**src/rtl/gcd_pkg.sv**
```systemverilog
// Shared types for the GCD job scheduler: state encoding, default widths and the FIFO entry.
package gcd_pkg;

    localparam int GCD_DATA_W = 8;
    localparam int GCD_TAG_W  = 4;

    // IDLE: wait for a job | ISSUE: pulse START | WAIT: engine busy, watchdog runs | RESULT: hold output
    typedef enum logic [1:0] {
        IDLE   = 2'd0,
        ISSUE  = 2'd1,
        WAIT   = 2'd2,
        RESULT = 2'd3
    } state_t;

    typedef struct packed {
        logic [GCD_DATA_W-1:0] a;
        logic [GCD_DATA_W-1:0] b;
        logic [GCD_TAG_W-1:0]  tag;
    } fifo_entry_t;

endpackage

```
**src/rtl/gcd_job_scheduler_if.sv**
```systemverilog
// Stream and engine handshakes for the GCD job scheduler.
interface gcd_in_if #(
    parameter int DATA_W = gcd_pkg::GCD_DATA_W
);
    logic              valid;
    logic              ready;
    logic [DATA_W-1:0] a;
    logic [DATA_W-1:0] b;

    modport master (output valid, a, b, input ready);
    modport slave  (input valid, a, b, output ready);
endinterface

interface gcd_eng_if #(
    parameter int DATA_W = gcd_pkg::GCD_DATA_W
);
    logic              start;
    logic [DATA_W-1:0] a;
    logic [DATA_W-1:0] b;
    logic              done;
    logic [DATA_W-1:0] y;
    logic              error;

    modport master (output start, a, b, input done, y, error);
    modport slave  (input start, a, b, output done, y, error);
endinterface

interface gcd_out_if #(
    parameter int DATA_W = gcd_pkg::GCD_DATA_W,
    parameter int TAG_W  = gcd_pkg::GCD_TAG_W
);
    logic              valid;
    logic              ready;
    logic [DATA_W-1:0] y;
    logic              error;
    logic              timeout;
    logic [TAG_W-1:0]  tag;

    modport master (output valid, y, error, timeout, tag, input ready);
    modport slave  (input valid, y, error, timeout, tag, output ready);
endinterface

```
**src/rtl/gcd_op_fifo.sv**
```systemverilog
// Synchronous operand FIFO; full is registered so the upstream ready has no input-to-output path.
module gcd_op_fifo
    import gcd_pkg::*;
#(
    parameter int  DEPTH   = 4,
    parameter type entry_t = fifo_entry_t
) (
    input  logic                     clk_i,
    input  logic                     rst_i,
    input  logic                     push_i,
    input  logic                     pop_i,
    input  entry_t                   wdata_i,
    output entry_t                   rdata_o,
    output logic                     full_o,
    output logic                     empty_o,
    output logic [$clog2(DEPTH):0]   count_o
);
    localparam int PTR_W = $clog2(DEPTH);
    localparam logic [PTR_W:0] FULL_CNT = (PTR_W + 1)'(DEPTH);

    entry_t           mem_q [DEPTH];
    logic [PTR_W-1:0] wr_ptr_q, rd_ptr_q;
    logic [PTR_W:0]   count_q, count_d;
    logic             full_q;
    logic             do_push, do_pop;

    assign do_push = push_i && !full_q;
    assign do_pop  = pop_i && (count_q != '0);

    always_comb begin
        count_d = count_q;
        case ({do_push, do_pop})
            2'b10:   count_d = count_q + 1'b1;
            2'b01:   count_d = count_q - 1'b1;
            default: count_d = count_q;
        endcase
    end

    always_ff @(posedge clk_i or posedge rst_i) begin
        if (rst_i) begin
            wr_ptr_q <= '0;
            rd_ptr_q <= '0;
            count_q  <= '0;
            full_q   <= 1'b0;
        end else begin
            if (do_push) wr_ptr_q <= wr_ptr_q + 1'b1;
            if (do_pop)  rd_ptr_q <= rd_ptr_q + 1'b1;
            count_q <= count_d;
            full_q  <= (count_d == FULL_CNT);
        end
    end

    always_ff @(posedge clk_i) begin
        if (do_push) mem_q[wr_ptr_q] <= wdata_i;
    end

    assign rdata_o = mem_q[rd_ptr_q];
    assign full_o  = full_q;
    assign empty_o = (count_q == '0);
    assign count_o = count_q;

endmodule

```
**src/rtl/gcd_job_scheduler.sv**
```systemverilog
// Queues operand pairs, runs one GCD job at a time under a watchdog, and returns tagged results in order.
module gcd_job_scheduler
    import gcd_pkg::*;
#(
    parameter int DATA_W  = GCD_DATA_W,
    parameter int DEPTH   = 4,
    parameter int TAG_W   = GCD_TAG_W,
    parameter int TIMEOUT = 64
) (
    input  logic      clk_i,
    input  logic      rst_i,
    gcd_in_if.slave   in_if,
    gcd_eng_if.master eng_if,
    gcd_out_if.master out_if,
    output logic      busy_o
);
    localparam int CNT_W = $clog2(DEPTH) + 1;
    localparam int WD_W  = $clog2(TIMEOUT);
    // Abort on the WAIT cycle whose incremented count reaches TIMEOUT-1.
    localparam logic [WD_W-1:0] WD_LAST = WD_W'(TIMEOUT - 2);

    typedef struct packed {
        logic [DATA_W-1:0] a;
        logic [DATA_W-1:0] b;
        logic [TAG_W-1:0]  tag;
    } job_t;

    job_t             push_entry, head_entry;
    logic             fifo_full, fifo_empty, fifo_push, fifo_pop;
    logic [CNT_W-1:0] fifo_count;
    logic [TAG_W-1:0] tag_cnt_q;

    state_t            state_q, state_d;
    logic [WD_W-1:0]   wd_q, wd_d;
    logic [DATA_W-1:0] job_a_q, job_a_d, job_b_q, job_b_d;
    logic [TAG_W-1:0]  job_tag_q, job_tag_d;
    logic              out_valid_q, out_valid_d;
    logic [DATA_W-1:0] out_y_q, out_y_d;
    logic              out_err_q, out_err_d;
    logic              out_to_q, out_to_d;
    logic [TAG_W-1:0]  out_tag_q, out_tag_d;

    assign fifo_push   = in_if.valid && !fifo_full;
    assign in_if.ready = !fifo_full;
    assign push_entry  = '{a: in_if.a, b: in_if.b, tag: tag_cnt_q};

    gcd_op_fifo #(
        .DEPTH   (DEPTH),
        .entry_t (job_t)
    ) u_fifo (
        .clk_i   (clk_i),
        .rst_i   (rst_i),
        .push_i  (fifo_push),
        .pop_i   (fifo_pop),
        .wdata_i (push_entry),
        .rdata_o (head_entry),
        .full_o  (fifo_full),
        .empty_o (fifo_empty),
        .count_o (fifo_count)
    );

    always_ff @(posedge clk_i or posedge rst_i) begin
        if (rst_i)          tag_cnt_q <= '0;
        else if (fifo_push) tag_cnt_q <= tag_cnt_q + 1'b1;
    end

    always_comb begin
        state_d     = state_q;
        wd_d        = wd_q;
        job_a_d     = job_a_q;
        job_b_d     = job_b_q;
        job_tag_d   = job_tag_q;
        out_valid_d = out_valid_q;
        out_y_d     = out_y_q;
        out_err_d   = out_err_q;
        out_to_d    = out_to_q;
        out_tag_d   = out_tag_q;
        fifo_pop    = 1'b0;

        case (state_q)
            IDLE: begin
                if (!fifo_empty && !out_valid_q) begin
                    fifo_pop  = 1'b1;
                    job_a_d   = head_entry.a;
                    job_b_d   = head_entry.b;
                    job_tag_d = head_entry.tag;
                    state_d   = ISSUE;
                end
            end
            ISSUE: begin
                wd_d    = '0;
                state_d = WAIT;
            end
            WAIT: begin
                wd_d = wd_q + 1'b1;
                if (eng_if.done) begin
                    out_valid_d = 1'b1;
                    out_y_d     = eng_if.y;
                    out_err_d   = eng_if.error;
                    out_to_d    = 1'b0;
                    out_tag_d   = job_tag_q;
                    state_d     = RESULT;
                end else if (wd_q == WD_LAST) begin
                    out_valid_d = 1'b1;
                    out_y_d     = '0;
                    out_err_d   = 1'b1;
                    out_to_d    = 1'b1;
                    out_tag_d   = job_tag_q;
                    state_d     = RESULT;
                end
            end
            RESULT: begin
                if (out_if.ready) begin
                    out_valid_d = 1'b0;
                    state_d     = IDLE;
                end
            end
            default: state_d = IDLE;
        endcase
    end

    always_ff @(posedge clk_i or posedge rst_i) begin
        if (rst_i) begin
            state_q     <= IDLE;
            wd_q        <= '0;
            job_a_q     <= '0;
            job_b_q     <= '0;
            job_tag_q   <= '0;
            out_valid_q <= 1'b0;
            out_y_q     <= '0;
            out_err_q   <= 1'b0;
            out_to_q    <= 1'b0;
            out_tag_q   <= '0;
        end else begin
            state_q     <= state_d;
            wd_q        <= wd_d;
            job_a_q     <= job_a_d;
            job_b_q     <= job_b_d;
            job_tag_q   <= job_tag_d;
            out_valid_q <= out_valid_d;
            out_y_q     <= out_y_d;
            out_err_q   <= out_err_d;
            out_to_q    <= out_to_d;
            out_tag_q   <= out_tag_d;
        end
    end

    assign eng_if.start   = (state_q == ISSUE);
    assign eng_if.a       = job_a_q;
    assign eng_if.b       = job_b_q;
    assign out_if.valid   = out_valid_q;
    assign out_if.y       = out_y_q;
    assign out_if.error   = out_err_q;
    assign out_if.timeout = out_to_q;
    assign out_if.tag     = out_tag_q;
    assign busy_o         = (state_q != IDLE) || (fifo_count != '0);

endmodule

```
**src/flat_wrapper.sv**
```systemverilog
// flat-port wrapper written by rule: the top's interface ports become plain ports
module gcd_job_scheduler_flat import gcd_pkg::*;
#(
    parameter int DATA_W  = GCD_DATA_W,
    parameter int DEPTH   = 4,
    parameter int TAG_W   = GCD_TAG_W,
    parameter int TIMEOUT = 64
)
  (clk_i, rst_i, busy_o, in_if_valid, in_if_a, in_if_b, in_if_ready, eng_if_start, eng_if_a, eng_if_b, eng_if_done, eng_if_y, eng_if_error, out_if_valid, out_if_y, out_if_error, out_if_timeout, out_if_tag, out_if_ready);
  gcd_in_if #(.DATA_W(DATA_W)) in_if_i ();
  gcd_eng_if #(.DATA_W(DATA_W)) eng_if_i ();
  gcd_out_if #(.DATA_W(DATA_W), .TAG_W(TAG_W)) out_if_i ();
  input  logic clk_i;
  input  logic rst_i;
  output logic busy_o;
  input wire logic [$bits(in_if_i.valid)-1:0] in_if_valid;
  input wire logic [$bits(in_if_i.a)-1:0] in_if_a;
  input wire logic [$bits(in_if_i.b)-1:0] in_if_b;
  output wire logic [$bits(in_if_i.ready)-1:0] in_if_ready;
  output wire logic [$bits(eng_if_i.start)-1:0] eng_if_start;
  output wire logic [$bits(eng_if_i.a)-1:0] eng_if_a;
  output wire logic [$bits(eng_if_i.b)-1:0] eng_if_b;
  input wire logic [$bits(eng_if_i.done)-1:0] eng_if_done;
  input wire logic [$bits(eng_if_i.y)-1:0] eng_if_y;
  input wire logic [$bits(eng_if_i.error)-1:0] eng_if_error;
  output wire logic [$bits(out_if_i.valid)-1:0] out_if_valid;
  output wire logic [$bits(out_if_i.y)-1:0] out_if_y;
  output wire logic [$bits(out_if_i.error)-1:0] out_if_error;
  output wire logic [$bits(out_if_i.timeout)-1:0] out_if_timeout;
  output wire logic [$bits(out_if_i.tag)-1:0] out_if_tag;
  input wire logic [$bits(out_if_i.ready)-1:0] out_if_ready;
  assign in_if_i.valid = in_if_valid;
  assign in_if_i.a = in_if_a;
  assign in_if_i.b = in_if_b;
  assign in_if_ready = in_if_i.ready;
  assign eng_if_start = eng_if_i.start;
  assign eng_if_a = eng_if_i.a;
  assign eng_if_b = eng_if_i.b;
  assign eng_if_i.done = eng_if_done;
  assign eng_if_i.y = eng_if_y;
  assign eng_if_i.error = eng_if_error;
  assign out_if_valid = out_if_i.valid;
  assign out_if_y = out_if_i.y;
  assign out_if_error = out_if_i.error;
  assign out_if_timeout = out_if_i.timeout;
  assign out_if_tag = out_if_i.tag;
  assign out_if_i.ready = out_if_ready;
  gcd_job_scheduler #(.DATA_W(DATA_W), .DEPTH(DEPTH), .TAG_W(TAG_W), .TIMEOUT(TIMEOUT)) u_core (.clk_i(clk_i), .rst_i(rst_i), .in_if(in_if_i), .eng_if(eng_if_i), .out_if(out_if_i), .busy_o(busy_o));
endmodule
```
**config.mk**
```make
export PLATFORM = sky130hd
export DESIGN_NAME = gcd_job_scheduler_flat
export DESIGN_NICKNAME = d
export VERILOG_FILES = /design/src/rtl/gcd_pkg.sv /design/src/rtl/gcd_job_scheduler_if.sv /design/src/rtl/gcd_op_fifo.sv /design/src/rtl/gcd_job_scheduler.sv /design/src/flat_wrapper.sv
export SDC_FILE = /design/constraint.sdc
export NUM_CORES = 1
export LEC_CHECK = 0
export ABC_CLOCK_PERIOD_IN_PS = 3240
export CAP_MARGIN = 20
export CORE_MARGIN = 5
export CORE_UTILIZATION = 56
export CTS_CLUSTER_DIAMETER = 60
export DETAILED_ROUTE_END_ITERATION = 6
export PLACE_DENSITY_LB_ADDON = 0.1
export SLEW_MARGIN = 20
export SYNTH_ARGS = -nofsm -noshare
export SYNTH_HDL_FRONTEND = slang
export SYNTH_HIERARCHICAL = 1
export SYNTH_SLANG_ARGS = --single-unit
```
**constraint.sdc**
```tcl
create_clock -name clk_i -period 3.24 [get_ports clk_i]
set_input_delay 0.81 -clock clk_i [delete_from_list [all_inputs] [get_ports clk_i]]
set_output_delay 0.81 -clock clk_i [all_outputs]
set_load 0.05 [all_outputs]
```
Word level (Yosys, flattened, before mapping)
Memory sizes are Yosys's and may differ from the RTL's. A register that Yosys moved wholly into a read port is not among the register bits.
Cells that the tools add are included.
- add/sub/neg operators: 6
- equal/unequal tests: 10
- muxes and demuxes: 21
- reductions and logical operators: 19
- operators by type and width (cell ; number):
    $mux W8 ; 2
    $pmux W6 S2 ; 1
    $mux W1 ; 9
    $mux W2 ; 4
    $mux W4 ; 2
    $pmux W2 S4 ; 1
    $reduce_bool A2 Y1 ; 4
    $add A6 B1 Y6 const B ; 1
    $eq A2 B2 Y1 const B ; 3
    $eq A6 B6 Y1 const B ; 1
    $pmux W3 S2 ; 1
    $reduce_and A3 Y1 ; 2
    $add A2 B1 Y2 const B ; 2
    $add A4 B1 Y4 const B ; 1
    $eq A2 B1 Y1 const B ; 2
    $logic_and A1 B1 Y1 ; 4
    $reduce_and A2 Y1 ; 2
    $add A3 B1 Y3 const B ; 1
    $eq A3 B3 Y1 const B ; 1
    $logic_not A1 Y1 ; 3
    $logic_not A3 Y1 ; 1
    $ne A3 B2 Y1 const B ; 1
    $reduce_bool A3 Y1 ; 1
    $sub A3 B1 Y3 const B ; 1
    5 further kinds ; 5
- bits in registers: 35
- RAM bits: 80
- bits of input ports: 30
- output and inout port bits: 34
- logic and storage cells: 69
- memories kept: 1
- memories (memory ; words ; width ; rd ports ; clocked after memory_dff ; wr ports ; RTL line ; RTL):
    u_core.u_fifo.mem_q ; 4 ; 20 ; 1 ; 1 ; 1 ; gcd_op_fifo.sv:21 ; entry_t mem_q [DEPTH];

Depth between registers and ports, before layout
Gate-level depths: netlist of the first run.
- depth in word-level cells: 9
- depth in mapped cells: 11
- mapped depth without buffers: 10

Hierarchy
Netlist of the first run, hierarchy kept.
- modules (own cells, without submodules) (module ; times used ; cells each ; area an instance (um2) ; sequential area each (um2)):
    gcd_op_fifo ; 1 ; 146 ; 3345.7 ; 2602.5
    gcd_job_scheduler ; 1 ; 179 ; 2183.3 ; 1176.1

Worst setup path before layout of the first run
Ideal clock, no wire load.
- path kind: in2reg
- start point: in in_if_valid
- end point: reg u_core.u_fifo.full_q, in the netlist u_core/u_fifo/full_o
- library setup time: 87 ps
- arrival: 2656 ps
- data required time: 3153 ps
- setup slack: 498 ps
- stages on the path: 11
- path buffers: 2
- cells stage by stage: nor2b_1 clkbuf_1 nor2b_1 clkbuf_1 inv_1 ha_1 inv_1 fa_1 xor2_1 or3_4 a211oi_2
- longest elaborated chain between the ends: 5
- elaborated cells between the ends (all ways): 6
- classes of those cells: eq/ne: 3; mux: 1; reduce/logical: 2
- RTL lines (item ; RTL line ; RTL):
    start, declared ; flat_wrapper.sv:16 ; input wire logic [$bits(in_if_i.valid)-1:0] in_if_valid;
    $logic_and A1 B1 Y1 * ; gcd_job_scheduler.sv:43 ; assign fifo_push = in_if.valid && !fifo_full;
    via u_core.fifo_push ; gcd_job_scheduler.sv:29 ; logic fifo_full, fifo_empty, fifo_push, fifo_pop;
    $logic_and A1 B1 Y1 * ; gcd_op_fifo.sv:27 ; assign do_push = push_i && !full_q;
    $eq A2 B1 Y1 or $eq A2 B2 Y1 (tied branches) ; gcd_op_fifo.sv:32 ; case ({do_push, do_pop})
    $pmux W3 S2 * ; gcd_op_fifo.sv:32 ;
    $eq A3 B3 Y1 * ; gcd_op_fifo.sv:49 ; full_q <= (count_d == FULL_CNT);
    end signal, assigned ; gcd_op_fifo.sv:49 ;
    end, declared ; gcd_op_fifo.sv:24 ; logic full_q;
Mark *: on every way through the listed nets, which the timed path passes. The rest lies on a longest branch.
A chain may end at the register's enable or synchronous reset.

Final worst setup path of the first run
- start point: reg u_core.state_q[0]
- end point: out busy_o
- longest elaborated chain between the ends: 2
- RTL lines (item ; RTL line ; RTL):
    start, declared ; gcd_job_scheduler.sv:33 ; state_t state_q, state_d;
    start signal, assigned ; gcd_job_scheduler.sv:135 ; state_q <= state_d;
    $reduce_bool A2 Y1 ; gcd_job_scheduler.sv:156 ; assign busy_o = (state_q != IDLE) || (fifo_count != '0);
    $logic_or A1 B1 Y1 ; gcd_job_scheduler.sv:156 ;
    end, declared ; flat_wrapper.sv:15 ; output logic busy_o;
Every way passes these cells.

==> run metrics, run 1 <==
Reg-to-Reg End u_core/u_fifo/full_o; Iter 0 DRT Violations 131; initial antenna violation count 0; maximum VDD drop 0.000568 V; fin. max-slew vios 0; CTS sink count 135; first-pass iteration count of the detailed router 4; DIE WIDTH 109 µm; combinational fraction of design power 0.366; CP arrival 2.33 ns; die area 12000 µm²; CTS tree yes; share of cells above drive strength 1 0.229; Pwr Total 7.23 mW; Area Overhead vs Synth 26.3%; die height 109 µm; RSZ-0062 raised after global routing false; Setup WS pre-CTS 0.293 ns; antenna fix cells 0; Crit. path cell count 4; Max-cap violations 0; crit end category output pin; switch share 0.350; Routed Antenna Nets 0; internal power 4.70 mW; HP Class flop to flop; Syn Inst Count 325; status completed; Netlist Area Pre-Place 5530 µm²; Mapped Nets 369; Top Usage Layer GRT met2; Initial Util 0.571; placed instance count 520; grt met1 use 0.221; largest net degree at the start of global routing 28; total core area 9680 µm²; EDFF count, synth 80; Reg2Reg Depth 10; clock share of power 0.260; maximum clock rate 319 MHz; Leak Pwr 2.58 nW; Largest delay share family, worst path buffers and inverters; DRC 0; DR WL/cell 18.1 µm; post-route setup slack 0.104 ns; fin util 0.721; period utilization 0.968; first-pass GRT wire length 16.1 mm; endpoints failing setup 0; top_reg_cell synth edfxtp_1; Syn. warnings 6; Tot GR Track Use 0.183; latest clock arrival within the worst-skew pair 0.51 ns; M3 GR Usage 0.0605; critical path type flop to output pin; Clock Tree Buf Depth 2; flop2flop setup slack 0.52 ns; Sequential Power Share 0.374; worst-path fanout max 4; Worst setup endpoint busy_o; reg-to-reg startpoint u_core/state_q[0]; # IOs 64; Worst Tran Pin Value 1.02 ns; worst hold stages 2; root buffer cell clkbuf_8; fin cells 552; Port Buffers 63; Setup TNS 0 ns; clock skew 0.00434 ns; Slowest Stage Delay on Critical Path 0.58 ns; Cell Chain, Critical Path inv_1, ha_1, or4b_2, dlygate4sd2_1; max_slew headroom 0.318; final net count 450; grt met2 use 0.309; Setup crit start kind flop; CTS buffer count 17; synth unique cells 49; dpl cell area 6390 µm²; CTS H-tree lvls 4; WP buf/inv 2; Finished Cell Area 6990 µm²; vias in the first global route 3195; drt via density 5.48; Tmin final 3.14 ns; gp weighted congestion 0.745; sequential-to-total area share from yosys stat 0.683; gr ovfl total 0; Reg clk slew, reported paths 0.06 ns; Worst Path Required 2.43 ns; Final HPWL DP 6.52 mm; routed wire length 10.0 mm; P per Cell Area 1040 nW/µm²; Crit-path slowest cell or4b_2; mean post-synth cell area 17.0 µm²; Yosys reg bits 135; cell row count 36; ys async rst share 0.407; Worst Setup SP u_core/state_q[0]; Final Hold Vio Count 0; Psw 2.53 mW; via count 3026; Min Hold Slack 0.495 ns
==> Yosys cell counts (2+ instances only) <==
library cell | instances | share of area
edfxtp_1 | 80 | 0.43
dfrtp_1 | 55 | 0.25
mux2_2 | 21 | 0.043
mux4_2 | 19 | 0.077
nand2_1 | 18 | 0.012
inv_1 | 16 | 0.011
ha_1 | 13 | 0.029
o211ai_1 | 9 | 0.012
nor2b_1 | 8 | 0.0091
o21ai_0 | 6 | 0.0054
and2_1 | 5 | 0.0057
buf_2 | 5 | 0.0045
xnor2_1 | 5 | 0.0079
a221o_1 | 4 | 0.0072
a221o_2 | 4 | 0.0081
and2b_1 | 4 | 0.0054
buf_6 | 4 | 0.0081
nand3_1 | 4 | 0.0036
nor2_1 | 4 | 0.0027
xor2_1 | 4 | 0.0063
a21oi_1 | 3 | 0.0027
mux2i_1 | 3 | 0.0054
a31oi_1 | 2 | 0.0023
clkbuf_1 | 2 | 0.0014
nand4_1 | 2 | 0.0023
o2bb2ai_1 | 2 | 0.0032
==> flip-flops by register name, indices dropped and copies added (netlist names), 3 cells and up <==
register               count
u_core/u_fifo/mem_q       80
u_core/eng_if.a            8
u_core/eng_if.b            8
u_core/out_if.y            8
u_core/wd_q                6
u_core/job_tag_q           4
u_core/out_if.tag          4
u_core/tag_cnt_q           4
u_core/u_fifo/count_o      3
==> cell usage in the layout (no fill, tap or decap), types with 2 or more instances in the layout <==
master | Yosys | layout
a21oi_1 | 3 | 3
a221o_1 | 4 | 4
a221o_2 | 4 | 4
a31oi_1 | 2 | 2
and2_1 | 5 | 5
and2b_1 | 4 | 4
buf_12 | 0 | 5
buf_4 | 0 | 5
bufinv_16 | 0 | 3
clkbuf_16 | 0 | 16
clkdlybuf4s50_1 | 0 | 62
clkinv_2 | 0 | 2
clkinv_4 | 0 | 3
clkinvlp_4 | 0 | 6
dfrtp_1 | 55 | 55
edfxtp_1 | 80 | 80
ha_1 | 13 | 13
inv_1 | 16 | 15
mux2_2 | 21 | 21
mux2i_1 | 3 | 3
mux4_2 | 19 | 19
nand2_1 | 18 | 18
nand3_1 | 4 | 4
nand4_1 | 2 | 2
nor2_1 | 4 | 4
nor2b_1 | 8 | 8
o211ai_1 | 9 | 9
o21ai_0 | 6 | 6
o2bb2ai_1 | 2 | 2
xnor2_1 | 5 | 5
xor2_1 | 4 | 4
==> layout make-up <==
class	count	area (µm²)
Sequential cell	135	3780
Fill cell	633	2700
Multi-Input combinational cell	163	1620
Timing Repair Buffer	73	767
Clock buffer	17	414
Clock inverter	15	180
Tap cell	133	166
Inverter	16	60.1
==> per-layer routing <==
| layer | vias up | wire length [µm] |
|---|---|---|
| li1 | 1409 | - |
| met1 | 1532 | 4220 |
| met2 | 74 | 5110 |
| met3 | 11 | 550 |
| met4 | 0 | 120 |
| met5 | - | 0 |
==> worst min path at each step <==
| stage | startpoint | to |
|---|---|---|
| 6_report | u_core/out_if.timeout | u_core/out_if.timeout |
| 5_1_grt | u_core/eng_if.b[3] | u_core/eng_if.b[3] |
| 4_1_cts | u_core/out_if.timeout | u_core/out_if.timeout |
| 3_5_place_dp | u_core/out_if.timeout | u_core/out_if.timeout |
| 3_3_place_gp | u_core/out_if.timeout | u_core/out_if.timeout |
| 2_1_floorplan | u_core/job_tag_q[0] | u_core/job_tag_q[0] |
==> power by group through the flow <==
stage	Sequential, mW	Combinational, mW	Clock [mW]
2_1_floorplan	3.23	1.35	0
3_3_place_gp	2.71	2.63	0
4_1_cts	2.71	2.69	1.92
3_5_place_dp	2.74	2.68	0
6_report	2.71	2.65	1.88
5_1_grt	2.78	2.84	2.00
==> worst register-to-register path: cells and delay by family (launching register included) <==
kind | cells | cell delay, ns
compound gates | 2 | 0.47
xor+xnor | 1 | 0.17
fa+ha+maj | 3 | 0.82
buf+inv | 2 | 0.20
flops | 1 | 0.41
simple gates | 2 | 0.56
==> cells by family after synthesis <==
family          synth area share
simple gates              0.0559
flops                      0.683
compound gates            0.0582
fa+ha+maj                 0.0330
mux                        0.130
xor+xnor                  0.0143
buf+inv                   0.0249
==> repair_timing <==
action	in CTS	in global routing
endpoints found under the hold margin	0	0
setup endpoints to repair	1	0
buffers inserted	0	0
hold buffers	0	0
gates resized for setup	1	0
Power figures use the tool's default switching activity.
==> inputs of run 2 (changes only) <==
--- a/config.mk
+++ b/config.mk
@@ -6,5 +6,4 @@
 export NUM_CORES = 1
 export LEC_CHECK = 0
-export ABC_CLOCK_PERIOD_IN_PS = 3240
 export CAP_MARGIN = 20
 export CORE_MARGIN = 5
==> constraint.sdc (replaced) <==
create_clock -name clk_i -period 3.24 [get_ports clk_i]
set_input_delay 0.81 -clock clk_i [delete_from_list [all_inputs] [get_ports clk_i]]
set_output_delay 0.81 -clock clk_i [all_outputs]
set_load 0.01 [all_outputs]
==> run metrics, run 2 (same netlist as run 1, synthesis figures left out) <==
Most flops, register u_core/u_fifo/mem_q; setup bufs post-CTS 0 (unchanged); fin. max-slew vios 0 (unchanged); Tmin final 2.87 ns (-0.268 ns); maximum VDD drop 0.000461 V (-19%); Pwr Total 6.63 mW (-8.3%); Max-cap violations 0 (unchanged); RSZ-0062 raised after global routing false; Reg clk slew, reported paths 0.06 ns (about the same); fin cells 554 (+0.36%); routed wire length 10.4 mm (+3.9%); # hold bufs at CTS 0 (unchanged); latest clock arrival within the worst-skew pair 0.51 ns (about the same); post-route setup slack 0.372 ns (+0.268 ns); status completed; largest net degree at the start of global routing 25 (-11%); CTS buffer count 17 (unchanged); DR WL/cell 18.8 µm (+3.5%); initial antenna violation count 0 (unchanged); FILL cells 615 (-2.8%); Routed Antenna Nets 0 (unchanged); CTS tree yes; Final HPWL DP 6.60 mm (+1.2%); clock skew 0.00827 ns (+0.00394 ns); max FFs per register 80 (unchanged); die height 109 µm (unchanged); gp weighted congestion 0.776 (+4.1%); Area Overhead vs Synth 25.8%; most common cell after layout, fill and taps aside edfxtp_1; antenna fix cells 0 (unchanged); Final Hold Vio Count 0 (unchanged); Cell Chain, Critical Path inv_1, ha_2, or4b_2, dlymetal6s2s_1; CTS sink count 135 (unchanged); CTS H-tree lvls 4 (unchanged); Tot GR Track Use 0.191 (+0.00762); root buffer cell clkbuf_8; # IOs 64 (unchanged); via count 3066 (+1.3%); endpoints failing setup 0 (unchanged); DRC 0 (unchanged); share of cells above drive strength 1 0.233 (+0.00366); Setup crit start kind flop; Post-CTS Resized 0 (-1); die area 12000 µm² (unchanged); Port Buffers 63 (unchanged); DIE WIDTH 109 µm (unchanged); Leak Pwr 2.57 nW (-0.16%); HP Class flop to flop; Worst Tran Pin Value 1.02 ns (-0.000591 ns); cell row count 36 (unchanged); Clock Tree Buf Depth 2 (unchanged); gr ovfl total 0 (unchanged); Slowest Stage Delay on Critical Path 0.59 ns (about the same); crit end category output pin; vias in the first global route 3237 (+1.3%); first-pass GRT wire length 16.8 mm (+4.2%); period utilization 0.885 (-0.0827); maximum clock rate 349 MHz (+9.3%); Setup WS pre-CTS 0.276 ns (-0.0169 ns); Crit-path slowest cell or4b_2; placed instance count 522 (+0.38%); final net count 452 (+0.44%); Worst Path Required 2.43 ns (about the same); first-pass iteration count of the detailed router 4 (unchanged); total core area 9680 µm² (unchanged); Setup TNS 0 ns (unchanged); Iter 0 DRT Violations 152 (+16%); CP arrival 2.06 ns (-0.27 ns); drt via density 5.53 (+0.96%); worst-path fanout max 5 (+1); Initial Util 0.571 (unchanged); critical path type flop to output pin; commonest cells after routing, fill and taps aside 80 x edfxtp_1, 62 x clkdlybuf4s50_1, 55 x dfrtp_1; max_slew headroom 0.319 (+0.000393); P per Cell Area 953 nW/µm² (-8.0%)
==> run 2: power breakdown <==
part,internal (mW),total [mW],switching (mW)
combinational,1.15,2.10,0.948
clock,1.10,1.82,0.716
sequential,2.37,2.71,0.335
==> run 2: path summary, 6_finish.rpt <==
kind,startpoint,to,slack (ns),depth (start not counted)
setup / recovery,u_core/state_q[1],busy_o,0.37,4
setup reg to reg,u_core/state_q[1],u_core/u_fifo/full_o,0.60,10
max in group asynchronous,rst_i,u_core/out_if.error,1.90,3
hold reg to reg,u_core/out_if.timeout,u_core/out_if.timeout,0.50,2
min in group asynchronous,rst_i,u_core/u_fifo/full_o,0.59,2
hold / removal,u_core/out_if.timeout,u_core/out_if.timeout,0.50,2
==> run 2: metrics by stage <==
step	util	instance area, µm²	hold WS, ns
6_report	0.718	6960	0.503
3_5_place_dp	0.659	6380	0.492
3_3_place_gp	0.659	6380	0.479
2_1_floorplan	-	5530	0.481
5_1_grt	0.718	6960	0.515
4_1_cts	0.718	6950	0.505
==> run 2: cell type report <==
class,count,area (µm²),area share
flip-flops and latches,135,3780,0.543
well taps,133,166,0.0239
inverters,16,60.1,0.00863
repair buffers,75,761,0.109
clock buffers,19,422,0.0606
clock inverters,13,148,0.0212
multi-input cells,163,1620,0.233
==> run 2: routing by layer <==
layer / share of wire / vias to the layer above / GRT usage
li1: - / 1413 / -
met1: 0.41 / 1572 / 0.233
met2: 0.53 / 72 / 0.326
met3: 0.053 / 9 / 0.0634
met4: 0.0082 / 0 / 0.0552
met5: 0 / - / 0
==> run 2: worst max-delay path: cells and delay by family (launching register included) <==
family | cells | cell delay [ns]
buffers and inverters | 2 | 0.32
flip-flops | 1 | 0.42
AND/OR/NAND/NOR | 1 | 0.59
adder cells (fa/ha/maj) | 1 | 0.22
==> inputs of run 3 (changes only) <==
Settings changed: SKIP_CTS_REPAIR_TIMING from default to 1.
==> results of run 3 <==
No change in the layout: final DEF, timing and power equal those of run 2.
